`config.mk`:
```
export PLATFORM = sky130hd
export DESIGN_NAME = r408_dbus_mailbox_flat
export DESIGN_NICKNAME = d
export VERILOG_FILES = /design/src/rtl/r408_dbus_mailbox_pkg.sv /design/src/rtl/r408_dbus_mailbox_if.sv /design/src/rtl/r408_sync_fifo.sv /design/src/rtl/r408_dbus_mailbox.sv /design/src/flat_wrapper.sv
export SDC_FILE = /design/constraint.sdc
export NUM_CORES = 1
export LEC_CHECK = 0
export CORE_MARGIN = 2
export CORE_UTILIZATION = 52
export DETAILED_ROUTE_END_ITERATION = 8
export GPL_TIMING_DRIVEN = 0
export PLACE_DENSITY = 0.75
export SETUP_SLACK_MARGIN = 0.02
export SYNTH_ARGS = -nofsm -noshare
export SYNTH_HDL_FRONTEND = slang
export SYNTH_SLANG_ARGS = --single-unit
```
`constraint.sdc`:
```
create_clock -name clk -period 2.65 [get_ports clk]
set_input_delay 0.3975 -clock clk [delete_from_list [all_inputs] [get_ports clk]]
set_output_delay 0.3975 -clock clk [all_outputs]
set_load 0.005 [all_outputs]
```
`src/rtl/r408_dbus_mailbox_pkg.sv`:
```
// Shared constants for the R408 D-bus mailbox: register offsets, STATUS bit
// positions and the bus-target FSM encoding.
package r408_dbus_pkg;

  localparam logic [3:0] OFS_DATA   = 4'h0;
  localparam logic [3:0] OFS_STATUS = 4'h1;
  localparam logic [3:0] OFS_RXCNT  = 4'h2;
  localparam logic [3:0] OFS_TXCNT  = 4'h3;
  localparam logic [3:0] OFS_IRQEN  = 4'h4;

  localparam int ST_RX_NEMPTY = 0;
  localparam int ST_TX_NFULL  = 1;
  localparam int ST_RX_OVF    = 2;
  localparam int ST_TX_EMPTY  = 3;
  localparam int ST_TX_OVF    = 4;

  typedef enum logic [1:0] {
    S_IDLE = 2'd0,
    S_WAIT = 2'd1,
    S_ACK  = 2'd2
  } state_t;

endpackage

```
`src/rtl/r408_dbus_mailbox_if.sv`:
```
// R408 D-bus data port. The initiator raises read or write and holds addr, wdata
// and the strobe stable until it samples rdy=1; rdy is a one-cycle completion pulse.
interface r408_dbus_if;
  logic [15:0] addr;
  logic [7:0]  wdata;
  logic        read;
  logic        write;
  logic [7:0]  rdata;
  logic        rdy;

  modport master (output addr, wdata, read, write, input rdata, rdy);
  modport slave  (input addr, wdata, read, write, output rdata, rdy);
endinterface

```
`src/rtl/r408_sync_fifo.sv`:
```
// Show-ahead synchronous FIFO. A push into a full FIFO is accepted only when a
// pop happens in the same cycle; otherwise it is dropped and ovf pulses.
module r408_sync_fifo #(
  parameter int WIDTH      = 8,
  parameter int DEPTH_LOG2 = 3
) (
  input  logic                  clk,
  input  logic                  rst,
  input  logic                  push,
  input  logic [WIDTH-1:0]      wdata,
  input  logic                  pop,
  output logic                  full,
  output logic                  empty,
  output logic                  ovf,
  output logic [DEPTH_LOG2:0]   count,
  output logic [WIDTH-1:0]      head
);
  localparam int DEPTH = 1 << DEPTH_LOG2;
  localparam logic [DEPTH_LOG2:0] FULL_CNT = {1'b1, {DEPTH_LOG2{1'b0}}};

  logic [WIDTH-1:0]      r_mem [DEPTH];
  logic [DEPTH_LOG2-1:0] r_wptr;
  logic [DEPTH_LOG2-1:0] r_rptr;
  logic [DEPTH_LOG2:0]   r_count;
  logic                  w_do_push;
  logic                  w_do_pop;

  assign empty     = (r_count == '0);
  assign full      = (r_count == FULL_CNT);
  assign w_do_pop  = pop & ~empty;
  assign w_do_push = push & (~full | w_do_pop);
  assign ovf       = push & full & ~w_do_pop;
  assign count     = r_count;
  assign head      = r_mem[r_rptr];

  always_ff @(posedge clk) begin
    if (w_do_push) r_mem[r_wptr] <= wdata;
  end

  always_ff @(posedge clk) begin
    if (rst) begin
      r_wptr  <= '0;
      r_rptr  <= '0;
      r_count <= '0;
    end else begin
      if (w_do_push) r_wptr <= r_wptr + 1'b1;
      if (w_do_pop)  r_rptr <= r_rptr + 1'b1;
      case ({w_do_push, w_do_pop})
        2'b10:   r_count <= r_count + 1'b1;
        2'b01:   r_count <= r_count - 1'b1;
        default: r_count <= r_count;
      endcase
    end
  end
endmodule

```
`src/rtl/r408_dbus_mailbox.sv`:
```
// D-bus target giving the R408 IOP a 16-byte register window onto an RX FIFO
// (host->IOP) and a TX FIFO (IOP->host), with wait-state rdy and a level irq.
module r408_dbus_mailbox
  import r408_dbus_pkg::*;
#(
  parameter logic [15:0] BASE_ADDR   = 16'hFF00,
  parameter int          DEPTH_LOG2  = 3,
  parameter int          WAIT_STATES = 1
) (
  input  logic          clk,
  input  logic          rst,
  r408_dbus_if.slave    dbus,
  output logic          irq,
  input  logic [7:0]    host_wdata,
  input  logic          host_push,
  output logic          host_full,
  output logic [7:0]    host_rdata,
  output logic          host_valid,
  input  logic          host_pop,
  output state_t        o_dbg_state
);
  localparam logic [3:0] WS = 4'(WAIT_STATES);

  state_t              r_state, w_next;
  logic [3:0]          r_wcnt, w_wcnt_next;
  logic [7:0]          r_rdata, w_rd_data;
  logic                r_ack_wr, r_pop_ok, r_rx_ovf, r_tx_ovf, r_irq;
  logic [3:0]          r_ack_ofs;
  logic [7:0]          r_ack_wdata;
  logic [1:0]          r_irq_en;
  logic                w_strobe, w_sel, w_commit, w_tx_push, w_rx_pop, w_st_wr, w_en_wr;
  logic                w_rx_full, w_rx_empty, w_rx_ovf, w_tx_full, w_tx_empty, w_tx_ovf;
  logic [DEPTH_LOG2:0] w_rx_count, w_tx_count;
  logic [7:0]          w_rx_head;

  assign w_strobe = dbus.read | dbus.write;
  assign w_sel    = (dbus.addr[15:4] == BASE_ADDR[15:4]);

  always_comb begin
    w_next      = r_state;
    w_wcnt_next = r_wcnt;
    case (r_state)
      S_IDLE: if (w_sel && w_strobe) begin
        if (WS == 4'd0) w_next = S_ACK;
        else begin
          w_next      = S_WAIT;
          w_wcnt_next = WS - 4'd1;
        end
      end
      S_WAIT: begin
        if (!w_strobe)            w_next = S_IDLE;
        else if (r_wcnt == 4'd0)  w_next = S_ACK;
        else                      w_wcnt_next = r_wcnt - 4'd1;
      end
      S_ACK:   w_next = S_IDLE;
      default: w_next = S_IDLE;
    endcase
  end

  always_comb begin
    w_rd_data = 8'h00;
    case (dbus.addr[3:0])
      OFS_DATA:   w_rd_data = w_rx_empty ? 8'h00 : w_rx_head;
      OFS_STATUS: w_rd_data = {3'b000, r_tx_ovf, w_tx_empty, r_rx_ovf, ~w_tx_full, ~w_rx_empty};
      OFS_RXCNT:  w_rd_data = 8'(w_rx_count);
      OFS_TXCNT:  w_rd_data = 8'(w_tx_count);
      OFS_IRQEN:  w_rd_data = {6'b0, r_irq_en};
      default:    w_rd_data = 8'h00;
    endcase
  end

  // The access is captured on entry to ACK so its side effects at the end of
  // ACK match exactly what was returned, even if the host touches a FIFO meanwhile.
  assign w_commit  = (r_state == S_ACK);
  assign w_tx_push = w_commit & r_ack_wr & (r_ack_ofs == OFS_DATA);
  assign w_rx_pop  = w_commit & r_pop_ok;
  assign w_st_wr   = w_commit & r_ack_wr & (r_ack_ofs == OFS_STATUS);
  assign w_en_wr   = w_commit & r_ack_wr & (r_ack_ofs == OFS_IRQEN);

  always_ff @(posedge clk) begin
    if (rst) begin
      r_state     <= S_IDLE;
      r_wcnt      <= 4'd0;
      r_rdata     <= 8'h00;
      r_ack_wr    <= 1'b0;
      r_ack_ofs   <= 4'd0;
      r_ack_wdata <= 8'h00;
      r_pop_ok    <= 1'b0;
      r_rx_ovf    <= 1'b0;
      r_tx_ovf    <= 1'b0;
      r_irq_en    <= 2'b00;
      r_irq       <= 1'b0;
    end else begin
      r_state <= w_next;
      r_wcnt  <= w_wcnt_next;
      if (w_next == S_ACK) begin
        r_ack_wr    <= dbus.write;
        r_ack_ofs   <= dbus.addr[3:0];
        r_ack_wdata <= dbus.wdata;
        r_rdata     <= dbus.write ? 8'h00 : w_rd_data;
        r_pop_ok    <= ~dbus.write & (dbus.addr[3:0] == OFS_DATA) & ~w_rx_empty;
      end else begin
        r_rdata  <= 8'h00;
        r_pop_ok <= 1'b0;
      end
      r_rx_ovf <= w_rx_ovf | (r_rx_ovf & ~(w_st_wr & r_ack_wdata[ST_RX_OVF]));
      r_tx_ovf <= w_tx_ovf | (r_tx_ovf & ~(w_st_wr & r_ack_wdata[ST_TX_OVF]));
      if (w_en_wr) r_irq_en <= r_ack_wdata[1:0];
      r_irq <= (r_irq_en[0] & ~w_rx_empty) | (r_irq_en[1] & w_tx_empty);
    end
  end

  r408_sync_fifo #(.WIDTH(8), .DEPTH_LOG2(DEPTH_LOG2)) u_rx (
    .clk(clk), .rst(rst), .push(host_push), .wdata(host_wdata), .pop(w_rx_pop),
    .full(w_rx_full), .empty(w_rx_empty), .ovf(w_rx_ovf), .count(w_rx_count),
    .head(w_rx_head)
  );

  r408_sync_fifo #(.WIDTH(8), .DEPTH_LOG2(DEPTH_LOG2)) u_tx (
    .clk(clk), .rst(rst), .push(w_tx_push), .wdata(r_ack_wdata), .pop(host_pop),
    .full(w_tx_full), .empty(w_tx_empty), .ovf(w_tx_ovf), .count(w_tx_count),
    .head(host_rdata)
  );

  assign dbus.rdy    = (r_state == S_ACK);
  assign dbus.rdata  = r_rdata;
  assign irq         = r_irq;
  assign host_full   = w_rx_full;
  assign host_valid  = ~w_tx_empty;
  assign o_dbg_state = r_state;
endmodule
```
`src/flat_wrapper.sv`:
```
// flat-port wrapper written by rule: the top's interface ports become plain ports
module r408_dbus_mailbox_flat import r408_dbus_pkg::*;
#(
  parameter logic [15:0] BASE_ADDR   = 16'hFF00,
  parameter int          DEPTH_LOG2  = 3,
  parameter int          WAIT_STATES = 1
)
  (clk, rst, irq, host_wdata, host_push, host_full, host_rdata, host_valid, host_pop, o_dbg_state, dbus_addr, dbus_wdata, dbus_read, dbus_write, dbus_rdata, dbus_rdy);
  r408_dbus_if dbus_i ();
  input  logic clk;
  input  logic rst;
  output logic irq;
  input  logic [7:0] host_wdata;
  input  logic host_push;
  output logic host_full;
  output logic [7:0] host_rdata;
  output logic host_valid;
  input  logic host_pop;
  output state_t o_dbg_state;
  input wire logic [$bits(dbus_i.addr)-1:0] dbus_addr;
  input wire logic [$bits(dbus_i.wdata)-1:0] dbus_wdata;
  input wire logic [$bits(dbus_i.read)-1:0] dbus_read;
  input wire logic [$bits(dbus_i.write)-1:0] dbus_write;
  output wire logic [$bits(dbus_i.rdata)-1:0] dbus_rdata;
  output wire logic [$bits(dbus_i.rdy)-1:0] dbus_rdy;
  assign dbus_i.addr = dbus_addr;
  assign dbus_i.wdata = dbus_wdata;
  assign dbus_i.read = dbus_read;
  assign dbus_i.write = dbus_write;
  assign dbus_rdata = dbus_i.rdata;
  assign dbus_rdy = dbus_i.rdy;
  r408_dbus_mailbox #(.BASE_ADDR(BASE_ADDR), .DEPTH_LOG2(DEPTH_LOG2), .WAIT_STATES(WAIT_STATES)) u_core (.clk(clk), .rst(rst), .dbus(dbus_i), .irq(irq), .host_wdata(host_wdata), .host_push(host_push), .host_full(host_full), .host_rdata(host_rdata), .host_valid(host_valid), .host_pop(host_pop), .o_dbg_state(o_dbg_state));
endmodule
```
==> results.toml <==
[yosys]
post-synth-top-area-fraction_pct = 50.7
syn_inst = 497
seq_area_frac_synth_pct = 66.2
async_flop_share_pct = 0
ys_ff_latch = 187
syn_nets = 547
syn_area_um2 = 7580
post_synth_most_frequent_cells = "edfxtp_1 (128), nor2_1 (65), dfxtp_1 (59), mux4_2 (32), mux2i_1 (21)"
avgSynthCellArea_um2 = 15.3
yosys.area.top_type = "edfxtp_1"
ys.flop_type = "edfxtp_1"
synth-edff-count = 128
yosysWarnings = 0
synthTopCellsByArea = "edfxtp_1 (51%), dfxtp_1 (16%), mux4_2 (9.5%)"
yosysMostFrequentCell = "edfxtp_1"
synth_cell_type_count = 55

[worst_setup_path]
crit_arrival_ns = 2.74
path_cells = "or4b_4, nor3b_4, and2b_1, buf_6, nand2_1, nor3b_2"
critical_path_required_ns = 2.71
ff2ff_setup_slack_ns = -0.03
endpoint_kind = "flip-flop"
r2r-start = "u_core.r_ack_ofs[0]"
slowest_stage = "nor3b_2"
r2r-end = "u_core.u_tx.r_mem[5][1]"
worstSetupPathType = "reg -> reg"
slowest_delay_ns = 0.73
ff2ff_path_depth = 6
crit_fanout = 8
critPathLaunchType = "flip-flop"

[finish]
layout-drive-gt1-share_pct = 22.7
multiInputGateArea_um2 = 2520
final_core_util_pct = 65.0
n_fill_cell = 994
syn2layout_area_growth_pct = 23.1
n_antenna_cell = 0
nNetsFinal = 637
seq_area_um2 = 5040
final_cells = 784

[clocking]
cts_tree = "built"
cts_hold_buf = 0
h-tree-depth = 4
ctsRootBufferMaster = "clkbuf_16"
clk_latency_ns = 0.43
clk_pin_slew_worst_paths_ns = 0.07
numClockSinks = 187
max-clock-path-buffers = 2
cts_buffers = 17

[run]
drv_cap = 0

[timing]
fin_crit_ns = 2.68
holdWs_ns = 0.483
hold_viol_final = 0
fin_crit_sh_pct = 101
setup_viol = 16
clock_skew_ns = 0.00771
max_freq_mhz = 373
worstMarginPinSlew_ns = 0.899
fin_ws_ns = -0.0337
final-max-slew-violation-count = 0
slew_headroom_pct = 39.8
rsz0062_at_grt = "yes"

[power]
p_leak_uw = 0.00315
power_density_nw_per_um2 = 690
peakVddDrop_v = 0.000525

[floorplanning]
die_y_um = 125
start_util_pct = 52.8
die_w_um = 125
die_area_um2 = 15600
row_count = 44
num_io_pins = 60
core_um2 = 14400

[placement]
gp_congestion = 0.825
place_inst = 741
numPortBuffers = 59
dp_hpwl_mm = 10.1

[route]
drtIter0Drc = 280
vias = 4448
drt_first_pass_iters = 5
via_per_inst = 5.67
antenna_left = 0
route.detailed.drc = 0
wirelength_mm = 15.6
wl_per_cell_um = 19.9

[outcome]
status = "finished, violations left"
violations = "setup timing"

[global_route]
grt_pass1_wl_mm = 24.3
grt-ovfl-total = 0
grt_max_degree = 17
antenna_found_initial = 0
grt_pass1_vias = 4457
grt_use_total_pct = 20.5

[worst_hold_path]
whs_endpoint = "u_core.r_wcnt[1]"
holdCritStartpoint = "u_core.r_wcnt[1]"
whs_path_depth = 2
hold_class = "reg -> reg"
## kinds of logic after synthesis
logic type,Yosys count,share of synthesized area [%]
muxes,73,15.6
and+or+nand+nor,142,9.45
buffers and inverters,36,1.96
xor gates and xnor gates,14,1.62
DFF,187,66.2
adders and majority gates,12,2.18
AOI/OAI and AO/OA,33,2.95
## repair_timing
action | 4_1_cts | 5_1_grt
buffers inserted | 3 | 10
gates cloned | 0 | 1
pin swaps | 1 | 7
gates resized for setup | 22 | 23
endpoints found under the setup margin | 50 | 55
## metrics by stage
stage / area [um2] / setup WS (ns) / power (uW) / TNS [ns]
after global routing: 9340 / -0.115 / 6620 / -2.35
final: 9340 / -0.0337 / 6450 / -0.329
after CTS: 9160 / -0.113 / 6410 / -2.14
after detailed placement: 8420 / -0.532 / 3650 / -17.16
after global placement: 8410 / -0.516 / 3630 / -20.32
after floorplan: 7580 / 0.101 / 3460 / 0
## cells in the final DEF, fill, tap and decap left out, types with 4 or more instances in the layout
master	instances
xnor2_1	7
nor2_1	64
a22oi_1	4
edfxtp_1	128
nor2b_1	7
mux2_2	14
dlymetal6s2s_1	7
nand2b_1	4
ha_1	8
inv_1	11
nor3_2	6
bufinv_16	5
buf_2	4
dfxtp_1	53
nand2_1	20
buf_4	14
mux2_4	4
buf_1	4
xor2_1	7
a21oi_1	12
mux2i_1	21
clkbuf_16	18
clkbuf_1	8
mux4_2	32
clkdlybuf4s50_1	51
nor3_1	6
## report_power, final
group	switching [uW]	internal [uW]	leakage, uW	total, uW
clock network	1090	1680	0.000311	2770
registers	36.0	3140	0.00161	3180
logic	214	287	0.00123	501
## layout make-up
cell class | instances | share of cell area, %
Tap cell | 184 | 2.46
Inverter | 14 | 0.616
Clock buffer | 17 | 4.55
Buffer | 19 | 1.11
Clock inverter | 15 | 2.36
Timing Repair Buffer | 74 | 7.97
Multi-Input combinational cell | 274 | 27.0
Sequential cell | 187 | 54.0
## flip-flops by register name, summed over array words and instances, names as in the netlist, 2 cells and up, named ones only
signal	flops
u_core.r_ack_ofs	4
u_core.r_ack_wdata	8
u_core.u_tx.count	4
u_core.u_rx.count	4
u_core.o_dbg_state	2
u_core.r_wcnt	4
u_core.u_tx.r_mem	64
u_core.u_rx.r_mem	64
u_core.u_tx.r_wptr	3
u_core.dbus.rdata	8
u_core.u_rx.r_wptr	3
u_core.u_tx.r_rptr	3
u_core.u_rx.r_rptr	3
u_core.r_irq_en	2
## routing by layer
metal / GRT usage (%) / share of wire [%] / vias to the layer above
li1: - / - / 2049
met1: 27.0 / 44 / 2241
met2: 33.6 / 50 / 125
met3: 4.34 / 3.8 / 33
met4: 8.06 / 2.5 / 0
met5: 0 / 0 / -
## worst max-delay path by stage
| stage | startpoint | end | slack (ns) | cells after the start |
|---|---|---|---|---|
| global route | u_core.r_ack_ofs[0] | u_core.u_tx.r_mem[5][1] | -0.12 | 6 |
| finish | u_core.r_ack_ofs[0] | u_core.u_tx.r_mem[5][1] | -0.03 | 6 |
| CTS | u_core.r_ack_ofs[0] | u_core.u_tx.r_mem[5][2] | -0.11 | 6 |
| global placement | u_core.r_ack_ofs[0] | u_core.u_tx.r_mem[5][3] | -0.52 | 6 |
| floorplan | u_core.u_rx.count[0] | u_core.u_rx.count[3] | 0.10 | 11 |
| detailed placement | u_core.r_ack_ofs[0] | u_core.u_tx.r_mem[3][5] | -0.53 | 6 |
## critical path, delay by kind of cell (launching register included)
kind | cells | cell delay [ns]
buf+inv | 1 | 0.13
simple gates | 5 | 1.81
flops | 1 | 0.36
Note: power is estimated with default switching activity, not from simulation.
